`config.mk`:
```
export PLATFORM = sky130hd
export DESIGN_NAME = quad_decoder
export DESIGN_NICKNAME = d
export VERILOG_FILES = /design/src/rtl/quad_decoder.sv
export SDC_FILE = /design/constraint.sdc
export NUM_CORES = 1
export LEC_CHECK = 0
export BUFFER_PORTS_ARGS = -buffer_cell sky130_fd_sc_hd__buf_4
export CORE_MARGIN = 2
export CORE_UTILIZATION = 55
export CTS_CLUSTER_SIZE = 25
export DETAILED_ROUTE_END_ITERATION = 12
export HOLD_SLACK_MARGIN = 0.06
export PLACE_DENSITY = 0.79
export SLEW_MARGIN = 25
export SYNTH_ARGS = -nofsm -noshare
export SYNTH_HDL_FRONTEND = slang
export SYNTH_SLANG_ARGS = --single-unit
```
`constraint.sdc`:
```
create_clock -name clk5m -period 3.6 [get_ports clk5m]
set_input_delay 0.72 -clock clk5m [delete_from_list [all_inputs] [get_ports clk5m]]
set_output_delay 0.72 -clock clk5m [all_outputs]
set_load 0.005 [all_outputs]
```
`src/rtl/quad_decoder.sv`:
```
// Quadrature decoder: 2-FF synchronizer, optional glitch filter (QDEC_FILTER_EN),
// Gray-sequence decode into step/updn strobes, wrapping position and sticky err.
module quad_decoder #(
    parameter int CNT_W    = 10,
    parameter int FILT_LEN = 4
) (
    input  logic             clk5m,
    input  logic             rst,
    input  logic             en,
    input  logic             clr,
    input  logic             enc_a,
    input  logic             enc_b,
    output logic             step,
    output logic             updn,
    output logic [CNT_W-1:0] pos,
    output logic             err,
    output logic [1:0]       phase
);

    typedef enum logic {INIT, TRACK} state_t;

    logic [1:0] a_sync, b_sync;
    logic [1:0] raw, cur;
    state_t     state, state_nxt;
    logic [4:0] init_cnt;
    logic       init_done, load, track;
    logic [1:0] delta;
    logic       fwd, rev, dbl;

    always_ff @(posedge clk5m) begin
        if (rst) begin
            a_sync <= '0;
            b_sync <= '0;
        end else begin
            a_sync <= {a_sync[0], enc_a};
            b_sync <= {b_sync[0], enc_b};
        end
    end

    assign raw = {a_sync[1], b_sync[1]};

`ifdef QDEC_FILTER_EN
    localparam int INIT_WAIT = 2 + FILT_LEN;

    logic [1:0]      filt;
    logic [1:0][3:0] fcnt;

    // A channel flips only after FILT_LEN consecutive disagreeing samples.
    always_ff @(posedge clk5m) begin
        if (rst) begin
            filt <= '0;
            fcnt <= '0;
        end else begin
            for (int i = 0; i < 2; i++) begin
                if (raw[i] != filt[i]) begin
                    if (fcnt[i] == 4'(FILT_LEN - 1)) begin
                        filt[i] <= raw[i];
                        fcnt[i] <= '0;
                    end else begin
                        fcnt[i] <= fcnt[i] + 4'd1;
                    end
                end else begin
                    fcnt[i] <= '0;
                end
            end
        end
    end

    assign cur = filt;
`else
    localparam int INIT_WAIT = 2;

    assign cur = raw;
`endif

    filt_len_range: assert property (@(posedge clk5m) (FILT_LEN >= 2) && (FILT_LEN <= 15));

    assign init_done = (init_cnt == 5'(INIT_WAIT));

    always_ff @(posedge clk5m) begin
        if (rst) begin
            state    <= INIT;
            init_cnt <= '0;
        end else begin
            state <= state_nxt;
            if (state == INIT && !init_done)
                init_cnt <= init_cnt + 5'd1;
        end
    end

    always_comb begin
        state_nxt = state;
        case (state)
            INIT:    if (init_done) state_nxt = TRACK;
            TRACK:   state_nxt = TRACK;
            default: state_nxt = INIT;
        endcase
    end

    always_comb begin
        load  = 1'b0;
        track = 1'b0;
        case (state)
            INIT:    load  = init_done;
            TRACK:   track = 1'b1;
            default: ;
        endcase
    end

    // Map Gray code to sequence index so a phase move is a mod-4 difference.
    function automatic logic [1:0] gray_idx(input logic [1:0] p);
        return {p[1], p[1] ^ p[0]};
    endfunction

    assign delta = gray_idx(cur) - gray_idx(phase);
    assign fwd   = track && (delta == 2'd1);
    assign rev   = track && (delta == 2'd3);
    assign dbl   = track && (delta == 2'd2);

    always_ff @(posedge clk5m) begin
        if (rst) begin
            step  <= 1'b0;
            updn  <= 1'b0;
            pos   <= '0;
            err   <= 1'b0;
            phase <= 2'b00;
        end else begin
            step <= 1'b0;
            if (load || track)
                phase <= cur;
            if (clr) begin
                pos <= '0;
                err <= 1'b0;
            end else if (en) begin
                if (fwd) begin
                    step <= 1'b1;
                    updn <= 1'b0;
                    pos  <= pos + CNT_W'(1);
                end else if (rev) begin
                    step <= 1'b1;
                    updn <= 1'b1;
                    pos  <= pos - CNT_W'(1);
                end else if (dbl) begin
                    err <= 1'b1;
                end
            end
        end
    end

endmodule

```
==> results of run 1 <==
## cell families after synthesis
| logic type | after synthesis | synth area share |
|---|---|---|
| AO/OA/AOI/OAI | 31 | 0.150 |
| XOR/XNOR | 12 | 0.0829 |
| flip-flops | 25 | 0.368 |
| multiplexers | 2 | 0.0147 |
| buffers and inverters | 13 | 0.0387 |
| AND/OR/NAND/NOR | 60 | 0.229 |
| adder cells (fa/ha/maj) | 12 | 0.116 |
## synth_stat cells, drive strengths merged, types with 3 or more instances
| library cell | instances | area [um2] |
|---|---|---|
| a211oi | 3 | 27.5 |
| clkbuf | 3 | 11.3 |
| xnor2 | 6 | 60.1 |
| dfxtp | 25 | 500 |
| nand3 | 6 | 30.0 |
| a21oi | 13 | 72.6 |
| ha | 11 | 138 |
| o21ai | 7 | 35.0 |
| and2 | 3 | 20.0 |
| nor3 | 3 | 15.0 |
| inv | 9 | 33.8 |
| xor2 | 6 | 52.6 |
| nand2 | 10 | 40.0 |
| nor2 | 18 | 67.6 |
| nor2b | 8 | 52.6 |
## state kept, by name, summed over array words and instances, names as in the netlist
signal    count
updn          1
a_sync        2
b_sync        2
init_cnt      5
err           1
state         1
step          1
phase         2
pos          10
## area by class of cell
| type | instances | area share |
|---|---|---|
| clock buffer | 3 | 0.0145 |
| clock inverter | 1 | 0.00322 |
| inverter | 9 | 0.0217 |
| multi-input combinational | 117 | 0.518 |
| sequential | 25 | 0.322 |
| tap | 30 | 0.0241 |
| timing repair buffer | 20 | 0.0965 |
## cell usage in the layout, fill, tap and decap left out, types with 2 or more instances in the layout
cell       n
dfxtp_1   25
buf_4     20
nor2_1    18
a21oi_1   11
ha_1      11
inv_1      9
nand2_1    9
nor2b_1    7
xor2_1     6
nand3_1    6
xnor2_1    5
o21ai_0    5
nor3_1     3
clkbuf_4   3
and2b_1    2
and2_1     2
a21oi_2    2
mux2i_1    2
a211oi_1   2
o21a_1     2
or4_1      2
nor4_1     2
o21ai_1    2
## routing by layer
metal / vias up / track usage / wire length (um)
li1: 577 / - / -
met1: 513 / 0.277 / 1260
met2: 31 / 0.343 / 1300
met3: 4 / 0.0278 / 106
met4: 0 / 0.0726 / 24
met5: - / 0 / 0
## power by group through the flow
| stage | registers (mW) | logic (mW) | clock network [mW] |
|---|---|---|---|
| floorplan | 0.321 | 0.135 | 0 |
| finish | 0.320 | 0.171 | 0.129 |
| global placement | 0.324 | 0.163 | 0 |
| global route | 0.323 | 0.190 | 0.142 |
| detailed placement | 0.326 | 0.169 | 0 |
| CTS | 0.320 | 0.171 | 0.133 |
## how the worst min path moves through the flow
stage                            to  cells past startpoint
6_report       a_sync[1]$_SDFF_PP0_                      1
3_3_place_gp   a_sync[1]$_SDFF_PP0_                      1
2_1_floorplan  a_sync[1]$_SDFF_PP0_                      1
4_1_cts        a_sync[1]$_SDFF_PP0_                      1
5_1_grt        a_sync[1]$_SDFF_PP0_                      1
3_5_place_dp   a_sync[1]$_SDFF_PP0_                      1
## per-stage QoR
stage / hold WS (ns) / instance area, um2 / instances
floorplan: 0.414 / 1360 / 155
global placement: 0.429 / 1530 / 201
CTS: 0.467 / 1560 / 205
global route: 0.469 / 1560 / 205
finish: 0.465 / 1560 / 205
detailed placement: 0.443 / 1530 / 201
==> summary.md, run 1 <==
| Metric | Value |
|---|---|
| Hold WC Path Type | reg2reg |
| VDD IR max | 0.375 mV |
| P&R area growth vs syn | 14.5% |
| Routed wire per std cell | between 10 and 15 um |
| Layout cells sized above 1 | 0.194 |
| Fin. max-slew vios | 0 |
| Reg2reg setup slack | between 0.4 and 0.5 ns |
| Worst EP required | slightly below 4 ns |
| Post-synth top flop | dfxtp_1 |
| Pleak | a little under 0.7 nW |
| Sequential share of power | 0.516 |
| Tot Pwr | just over 0.6 mW |
| Final TNS setup | 0 ns |
| IO buf count | 20 |
| CP Max Fanout | 8 |
| Avg Inst Size Synth | between 8 and 9 um2 |
| Flop and latch count out of synthesis | 25 |
| Slowest CP cell | dfxtp_1 |
| CP Cell Sequence | xor2_1, ha_1, xnor2_1, xnor2_2, and2b_1, inv_1, ha_1, a21o_1, a21oi_2, a21bo_1, a211oi_2, o21ai_0, a21oi_2 |
| Number of fill cells in the layout | roughly 200 |
| EDFF count, synth | 0 |
| Sequential Area | 500 um2 |
| Cells after Synth | roughly 160 |
| CTS Root Cell | clkbuf_4 |
| Largest net degree at the start of global routing | 16 |
| Delay-heaviest family, CP | compound AO/OA/AOI/OAI gates |
| Worst setup path start | phase[1]$_SDFFE_PP0P_ |
| Total GRT Usage | 0.208 |
| N_diodes | 0 |
| Multi-input gate area | 806 um2 |
| Max-capacitance violation count | 0 |
| Syn Nets | about 170 |
| Drt first-iter violations | 12 |
| DR pass1 iterations | 5 |
| Resize count post-CTS | 0 |
| Critical path type | reg2reg |
| Initial Util | 0.564 |
| Setup Buffers After CTS | 0 |
| DP HPWL | just over 2 mm |
| Max transition margin | 0.636 |
| Clock Latency Late Sink | 0.32 ns |
| Nature of the critical path endpoint | flop |
| Place WS | roughly 0.48 ns |
| Register area share after synthesis | 0.368 |
| Max Fclk | roughly 320 MHz |
| R2r endpoint | pos[9]$_SDFFE_PP0P_ |
| Hold Fails Final Rpt | 0 |
| DRC viols | 0 |
| Vias | roughly 1100 |
| Setup Viol. Count Final | 0 |
| CTS tree | built |
| DIE WIDTH | roughly 54 um |
| Global-route wire length before repair | about 4.5 mm |
| Num Clock Sinks | 25 |
| Post-layout util | 0.645 |
| Synth Cell Area | ~1400 um2 |
| Worst setup slack after layout | between 0.4 and 0.5 ns |
| Ys Warns | 0 |
| Total grt overflow | 0 |
| Min-delay src | a_sync[0]$_SDFF_PP0_ |
| CP Capture Point | pos[9]$_SDFFE_PP0P_ |
| Status | complete, no violations |
| Worst reg-to-reg path cell count | 13 |
| Worst-Margin Slew | around 0.54 ns |
| Vias/cell | roughly 5.5 |
| Die height | between 50 and 60 um |
| Clock buffer depth | 2 |
| Asr flop ratio synth | 0 |
| P_sw | roughly 0.20 mW |
| CTS clk-pin slew, worst paths | approximately 0.14 ns |
| Int Power | 0.419 mW |
| Period utilization | 0.877 |
| PwrDens | between 300 and 400 nW/um2 |
| Startpoint Class | flop |
| Switching part of the total power | 0.324 |
| Routed Wire Length | 2.69 mm |
| Critical Path Stages | 13 |
| Depth of the CTS H-tree | 1 |
| Number of global-route vias before repair | around 1000 |
| RD Place Congestion | around 0.90 |
| DIE AREA | a little under 3000 um2 |
| Clk pwr share | 0.209 |
| Synth cell types | 41 |
| NumNets Final | 194 |
| FP Rows | 18 |
| Max incr delay on CP | roughly 0.46 ns |
| Reg-to-Reg Start | phase[1]$_SDFFE_PP0P_ |
| RSZ-0062 raised after global routing | false |
| IO Pins | 21 |
| Clock skew | 0.00275 ns |
| Core ar. | between 2000 and 2500 um2 |
| WP buf/inv | 1 |
| Cts-stage hold buffer count | 0 |
| Initial antenna violation count | 0 |
| ANT nets after route | 0 |
| Comb pwr share | 0.275 |
| CTS Buf Count | 3 |
| Final Critical Period | about 3.2 ns |
| Worst endpoint data arrival time | 3.43 ns |
Power figures use the tool's default switching activity.
==> run 2: changes to the inputs <==
--- a/config.mk
+++ b/config.mk
@@ -13,4 +13,5 @@
 export HOLD_SLACK_MARGIN = 0.06
 export PLACE_DENSITY = 0.79
+export SKIP_LAST_GASP = 1
 export SLEW_MARGIN = 25
 export SYNTH_ARGS = -nofsm -noshare
==> constraint.sdc (replaced) <==
create_clock -name clk5m -period 3.28 [get_ports clk5m]
set_input_delay 0.656 -clock clk5m [delete_from_list [all_inputs] [get_ports clk5m]]
set_output_delay 0.656 -clock clk5m [all_outputs]
set_load 0.1 [all_outputs]
==> summary.md, run 2 (same netlist as run 1, synthesis figures left out) <==
| Metric | Value |
|---|---|
| Global-route wire length before repair | 4.57 mm (+2.8%) |
| Total grt overflow | 0 (unchanged) |
| RD Place Congestion | 0.828 (-8.2%) |
| Core ar. | 2410 um2 (unchanged) |
| Setup Viol. Count Final | 0 (unchanged) |
| CTS tree | built |
| Hold WC Path Type | reg2reg |
| Worst endpoint data arrival time | 3.40 ns (-0.03 ns) |
| DIE AREA | 2880 um2 (unchanged) |
| DR pass1 iterations | 4 (-1) |
| DIE WIDTH | 53.7 um (unchanged) |
| N_diodes | 0 (unchanged) |
| Max incr delay on CP | 0.38 ns (-0.08 ns) |
| Final Critical Period | 3.11 ns (-0.0471 ns) |
| Final TNS setup | 0 ns (unchanged) |
| DRC viols | 0 (unchanged) |
| CTS Buf Count | 3 (unchanged) |
| Most frequent cells in the layout | dfxtp_1 (22), buf_4 (22), nor2_1 (18) |
| Reg-to-Reg Start | phase[1]$_SDFFE_PP0P_ |
| ANT nets after route | 0 (unchanged) |
| Worst setup slack after layout | 0.172 ns (-0.273 ns) |
| Met1 Use GR | 0.287 (+0.0101) |
| Design area | 1580 um2 (+1.9%) |
| Clock Latency Late Sink | 0.34 ns (+0.02 ns) |
| PwrDens | 467 nW/um2 (+17%) |
| Max transition margin | 0.616 (-0.0192) |
| Depth of the CTS H-tree | 1 (unchanged) |
| Vias | 1128 (+0.27%) |
| Routing usage on met3 | 0.0306 (+0.00278) |
| Min-delay src | a_sync[0]$_SDFF_PP0_ |
| CP Max Fanout | 8 (unchanged) |
| IO buf count | 20 (unchanged) |
| Max Fclk | 322 MHz (+1.5%) |
| Fin. max-slew vios | 0 (unchanged) |
| Num Clock Sinks | 25 (unchanged) |
| VDD IR max | 0.417 mV (+11%) |
| Top reg by flops | pos |
| Period utilization | 0.948 (+0.0712) |
| Initial Util | 0.564 (unchanged) |
| Clock buffer depth | 2 (unchanged) |
| Startpoint Class | flop |
| DP HPWL | 1.99 mm (-2.0%) |
| Initial antenna violation count | 0 (unchanged) |
| Total GRT Usage | 0.219 (+0.0115) |
| Hold Fails Final Rpt | 0 (unchanged) |
| Die height | 53.7 um (unchanged) |
| CTS clk-pin slew, worst paths | 0.15 ns (about the same) |
| Max FFs per register | 10 (unchanged) |
| Routed Wire Length | 2.77 mm (+3.1%) |
| Drt first-iter violations | 31 (+19) |
| Post-DP Area | 1530 um2 (+0.16%) |
| Status | complete, no violations |
| GR Layer Usage met2 | 0.354 (+0.0102) |
| Largest net degree at the start of global routing | 16 (unchanged) |
| IO Pins | 21 (unchanged) |
| WP buf/inv | 1 (unchanged) |
| Pleak | 0.685 nW (+1.4%) |
| Max-capacitance violation count | 0 (unchanged) |
| Delay-heaviest family, CP | compound AO/OA/AOI/OAI gates |
| Vias/cell | 5.45 (-0.70%) |
| Biggest registers after layout | pos: 10 flops, init_cnt: 5 flops |
| Clock skew | 0.00122 ns (-0.00153 ns) |
| FP Rows | 18 (unchanged) |
| Busiest grt layer | met2 |
| Worst setup path start | phase[1]$_SDFFE_PP0P_ |
| P&R area growth vs syn | 16.6% |
| Worst EP required | 3.57 ns (-0.30 ns) |
| Critical path type | reg2reg |
| CTS Root Cell | clkbuf_4 |
| Slowest CP cell | dfxtp_2 |
| Layout cells sized above 1 | 0.232 (+0.0374) |
| Routed wire per std cell | 13.4 um (+2.1%) |
| Number of global-route vias before repair | 1039 (+2.2%) |
| Nature of the critical path endpoint | flop |
| CP Cell Sequence | xor2_1, ha_1, xnor2_2, xnor2_2, and2b_1, inv_2, ha_1, a21o_1, a21oi_2, a21bo_1, a211oi_2, o21ai_0, a21oi_2 |
| Worst-Margin Slew | 0.573 ns (+0.0288 ns) |
| Place WS | 0.199 ns (-0.284 ns) |
| NumNets Final | 196 (+1.0%) |
run 2: final cells by class:
class | count | area, um2
clock buffers | 3 | 22.5
well taps | 30 | 37.5
inverters | 9 | 33.8
repair buffers | 22 | 165
clock inverters | 1 | 7.51
multi-input cells | 117 | 813
flip-flops and latches | 25 | 504
fillers | 200 | 826
run 2: routing by layer:
layer | vias up | part of all wire
met4 | 0 | 0.024
li1 | 577 | -
met1 | 518 | 0.47
met5 | - | 0
met3 | 8 | 0.038
met2 | 25 | 0.47
run 2: final timing paths:
path	endpoint	slack, ns	depth (start not counted)
worst min register to register	a_sync[1]$_SDFF_PP0_	0.45	1
worst min-delay path	a_sync[1]$_SDFF_PP0_	0.45	1
worst max-delay path	pos[9]$_SDFFE_PP0P_	0.17	13
worst max register to register	pos[9]$_SDFFE_PP0P_	0.17	13
run 2: repair_timing:
item / CTS / global route
gates resized for setup: 0 / 3
buffers inserted: 0 / 2
setup endpoints to repair: 0 / 2
hold buffers: 0 / 0
run 2: worst register-to-register path: cells and delay by family, from the launching register on:
family | cells | cell delay (ns)
AO/OA/AOI/OAI | 6 | 1.16
flip-flops | 1 | 0.38
AND/OR/NAND/NOR | 1 | 0.26
adder cells (fa/ha/maj) | 2 | 0.52
buffers and inverters | 1 | 0.15
XOR/XNOR | 3 | 0.58
run 2: per-stage QoR:
| step | utilization | hold WS, ns | instances | power (mW) |
|---|---|---|---|---|
| floorplan | - | 0.414 | 155 | 0.534 |
| global placement | 0.635 | 0.423 | 201 | 0.568 |
| detailed placement | 0.635 | 0.430 | 201 | 0.581 |
| CTS | 0.647 | 0.461 | 205 | 0.728 |
| global route | 0.657 | 0.454 | 207 | 0.775 |
| finish | 0.657 | 0.453 | 207 | 0.739 |
run 2: where the power goes:
part	internal (mW)	total (mW)	switching, mW	leakage, nW
clock network	0.0469	0.150	0.103	0.0139
registers	0.328	0.352	0.0239	0.204
logic	0.0958	0.237	0.141	0.466
==> run 3: changes to the inputs <==
Settings changed: SETUP_SLACK_MARGIN from default to 0.4.
==> summary.md, run 3 (same netlist as run 1, synthesis figures left out) <==
| Metric | Value |
|---|---|
| Total grt overflow | 0 (unchanged) |
| Worst EP required | 3.49 ns (-0.08 ns) |
| Critical path type | reg2reg |
| Worst endpoint data arrival time | 3.07 ns (-0.33 ns) |
| Core ar. | 2410 um2 (unchanged) |
| Routed Wire Length | 3.10 mm (+12%) |
| Tot Pwr | 0.749 mW (+1.4%) |
| RD Place Congestion | 0.811 (-2.1%) |
| Status | complete, no violations |
| DIE WIDTH | 53.7 um (unchanged) |
| Num Clock Sinks | 25 (unchanged) |
| Initial Util | 0.564 (unchanged) |
| PwrDens | 430 nW/um2 (-7.9%) |
| Die height | 53.7 um (unchanged) |
| Clock buffer depth | 2 (unchanged) |
| Global-route wire length before repair | 4.63 mm (+1.2%) |
| Top reg by flops | pos |
| RSZ-0062 raised after global routing | true |
| Clock Latency Late Sink | 0.32 ns (-0.02 ns) |
| Final Critical Period | 2.86 ns (-0.249 ns) |
| Total GRT Usage | 0.221 (+0.00162) |
| Fin. max-slew vios | 0 (unchanged) |
| Worst-Margin Slew | 0.500 ns (-0.0729 ns) |
| ANT nets after route | 0 (unchanged) |
| P&R area growth vs syn | 28.4% |
| Startpoint Class | flop |
| Vias/cell | 5.51 (+1.1%) |
| Depth of the CTS H-tree | 1 (unchanged) |
| Max Fclk | 350 MHz (+8.7%) |
| Final TNS setup | 0 ns (unchanged) |
| Pleak | 0.733 nW (+7.0%) |
| Vias | 1173 (+4.0%) |
| Drt first-iter violations | 14 (-55%) |
| VDD IR max | 0.403 mV (-3.5%) |
| Commonest non-fill, non-tap cell in the layout | buf_4 |
| CP Max Fanout | 8 (unchanged) |
| Initial antenna violation count | 0 (unchanged) |
| CTS clk-pin slew, worst paths | 0.13 ns (-0.02 ns) |
| DR pass1 iterations | 4 (unchanged) |
| DP HPWL | 2.09 mm (+5.3%) |
| Hold WC Path Type | reg2reg |
| Comb pwr share | 0.346 (+0.025) |
| Biggest registers after layout | pos: 10 flops, init_cnt: 5 flops |
| P_sw | 0.263 mW (-1.8%) |
| CTS Root Cell | clkbuf_4 |
| Clk pwr share | 0.184 (-0.019) |
| Cts-stage hold buffer count | 0 (unchanged) |
| Number of global-route vias before repair | 1055 (+1.5%) |
| Period utilization | 0.872 (-0.0758) |
| IO Pins | 21 (unchanged) |
| Nature of the critical path endpoint | flop |
| N_diodes | 0 (unchanged) |
| Layout cells sized above 1 | 0.339 (+0.107) |
| Switching part of the total power | 0.351 (-0.0113) |
| Max-capacitance violation count | 0 (unchanged) |
| Routed wire per std cell | 14.6 um (+8.6%) |
| CTS Buf Count | 3 (unchanged) |
| Max transition margin | 0.665 (+0.0488) |
| IO buf count | 20 (unchanged) |
| Sequential share of power | 0.470 (-0.006) |
| Int Power | 0.486 mW (+3.2%) |
| FP Rows | 18 (unchanged) |
| CTS tree | built |
| DRC viols | 0 (unchanged) |
| Largest net degree at the start of global routing | 16 (unchanged) |
| NumNets Final | 202 (+3.1%) |
| Max FFs per register | 10 (unchanged) |
| Hold Fails Final Rpt | 0 (unchanged) |
| DIE AREA | 2880 um2 (unchanged) |
| Setup Viol. Count Final | 0 (unchanged) |
| Clock skew | 0.00978 ns (+0.00856 ns) |
| Most frequent cells in the layout | buf_4 (28), dfxtp_1 (22), nor2_1 (18) |
## run 3: power by group through the flow
| stage | combinational, mW | clock [mW] | sequential [mW] |
|---|---|---|---|
| 2_1_floorplan | 0.153 | 0 | 0.385 |
| 3_3_place_gp | 0.217 | 0 | 0.356 |
| 3_5_place_dp | 0.222 | 0 | 0.358 |
| 4_1_cts | 0.230 | 0.139 | 0.352 |
| 5_1_grt | 0.287 | 0.153 | 0.356 |
| 6_report | 0.260 | 0.138 | 0.352 |
## run 3: repair_timing
item / CTS / global route
setup endpoints to repair: 5 / 5
buffers inserted: 1 / 7
gates resized for setup: 2 / 16
pin swaps: 1 / 7
## run 3: area by class of cell
class	count	area (um2)
multi-input combinational	117	921
fill	169	666
sequential	25	509
timing repair buffer	28	210
inverter	9	38.8
tap	30	37.5
clock buffer	3	22.5
clock inverter	1	5.00
## run 3: metal layers
metal / share of wire / track usage / routed length, um
met1: 0.44 / 0.278 / 1370
met5: 0 / 0 / 0
met3: 0.032 / 0.0306 / 100
met4: 0.011 / 0.0812 / 34
met2: 0.52 / 0.382 / 1600
## run 3: stage by stage
step	hold slack, ns	area [um2]	setup WS [ns]	utilization	std cells
2_1_floorplan	0.414	1390	0.394	-	155
3_3_place_gp	0.434	1560	0.413	0.647	201
4_1_cts	0.463	1610	0.405	0.666	206
6_report	0.455	1740	0.420	0.724	213
3_5_place_dp	0.430	1560	0.247	0.647	201
5_1_grt	0.482	1740	0.296	0.724	213
## run 3: critical path, cell delays in order (launching register included)
cell and delay, ns:
dfxtp_4 0.37, xor2_1 0.16, ha_2 0.20, xnor2_2 0.15
xnor2_2 0.14, and2b_2 0.26, clkinv_4 0.13, buf_4 0.16
ha_1 0.37, and2_4 0.20, nand3_1 0.08, a311oi_2 0.33
or3_1 0.17, a21oi_2 0.05
## run 3: final timing paths
kind                         startpoint  slack (ns)                    to  cells after the start
setup / recovery  phase[0]$_SDFFE_PP0P_        0.42   pos[9]$_SDFFE_PP0P_                     13
hold / removal     a_sync[0]$_SDFF_PP0_        0.45  a_sync[1]$_SDFF_PP0_                      1
setup reg to reg  phase[0]$_SDFFE_PP0P_        0.42   pos[9]$_SDFFE_PP0P_                     13
hold reg to reg    a_sync[0]$_SDFF_PP0_        0.45  a_sync[1]$_SDFF_PP0_                      1
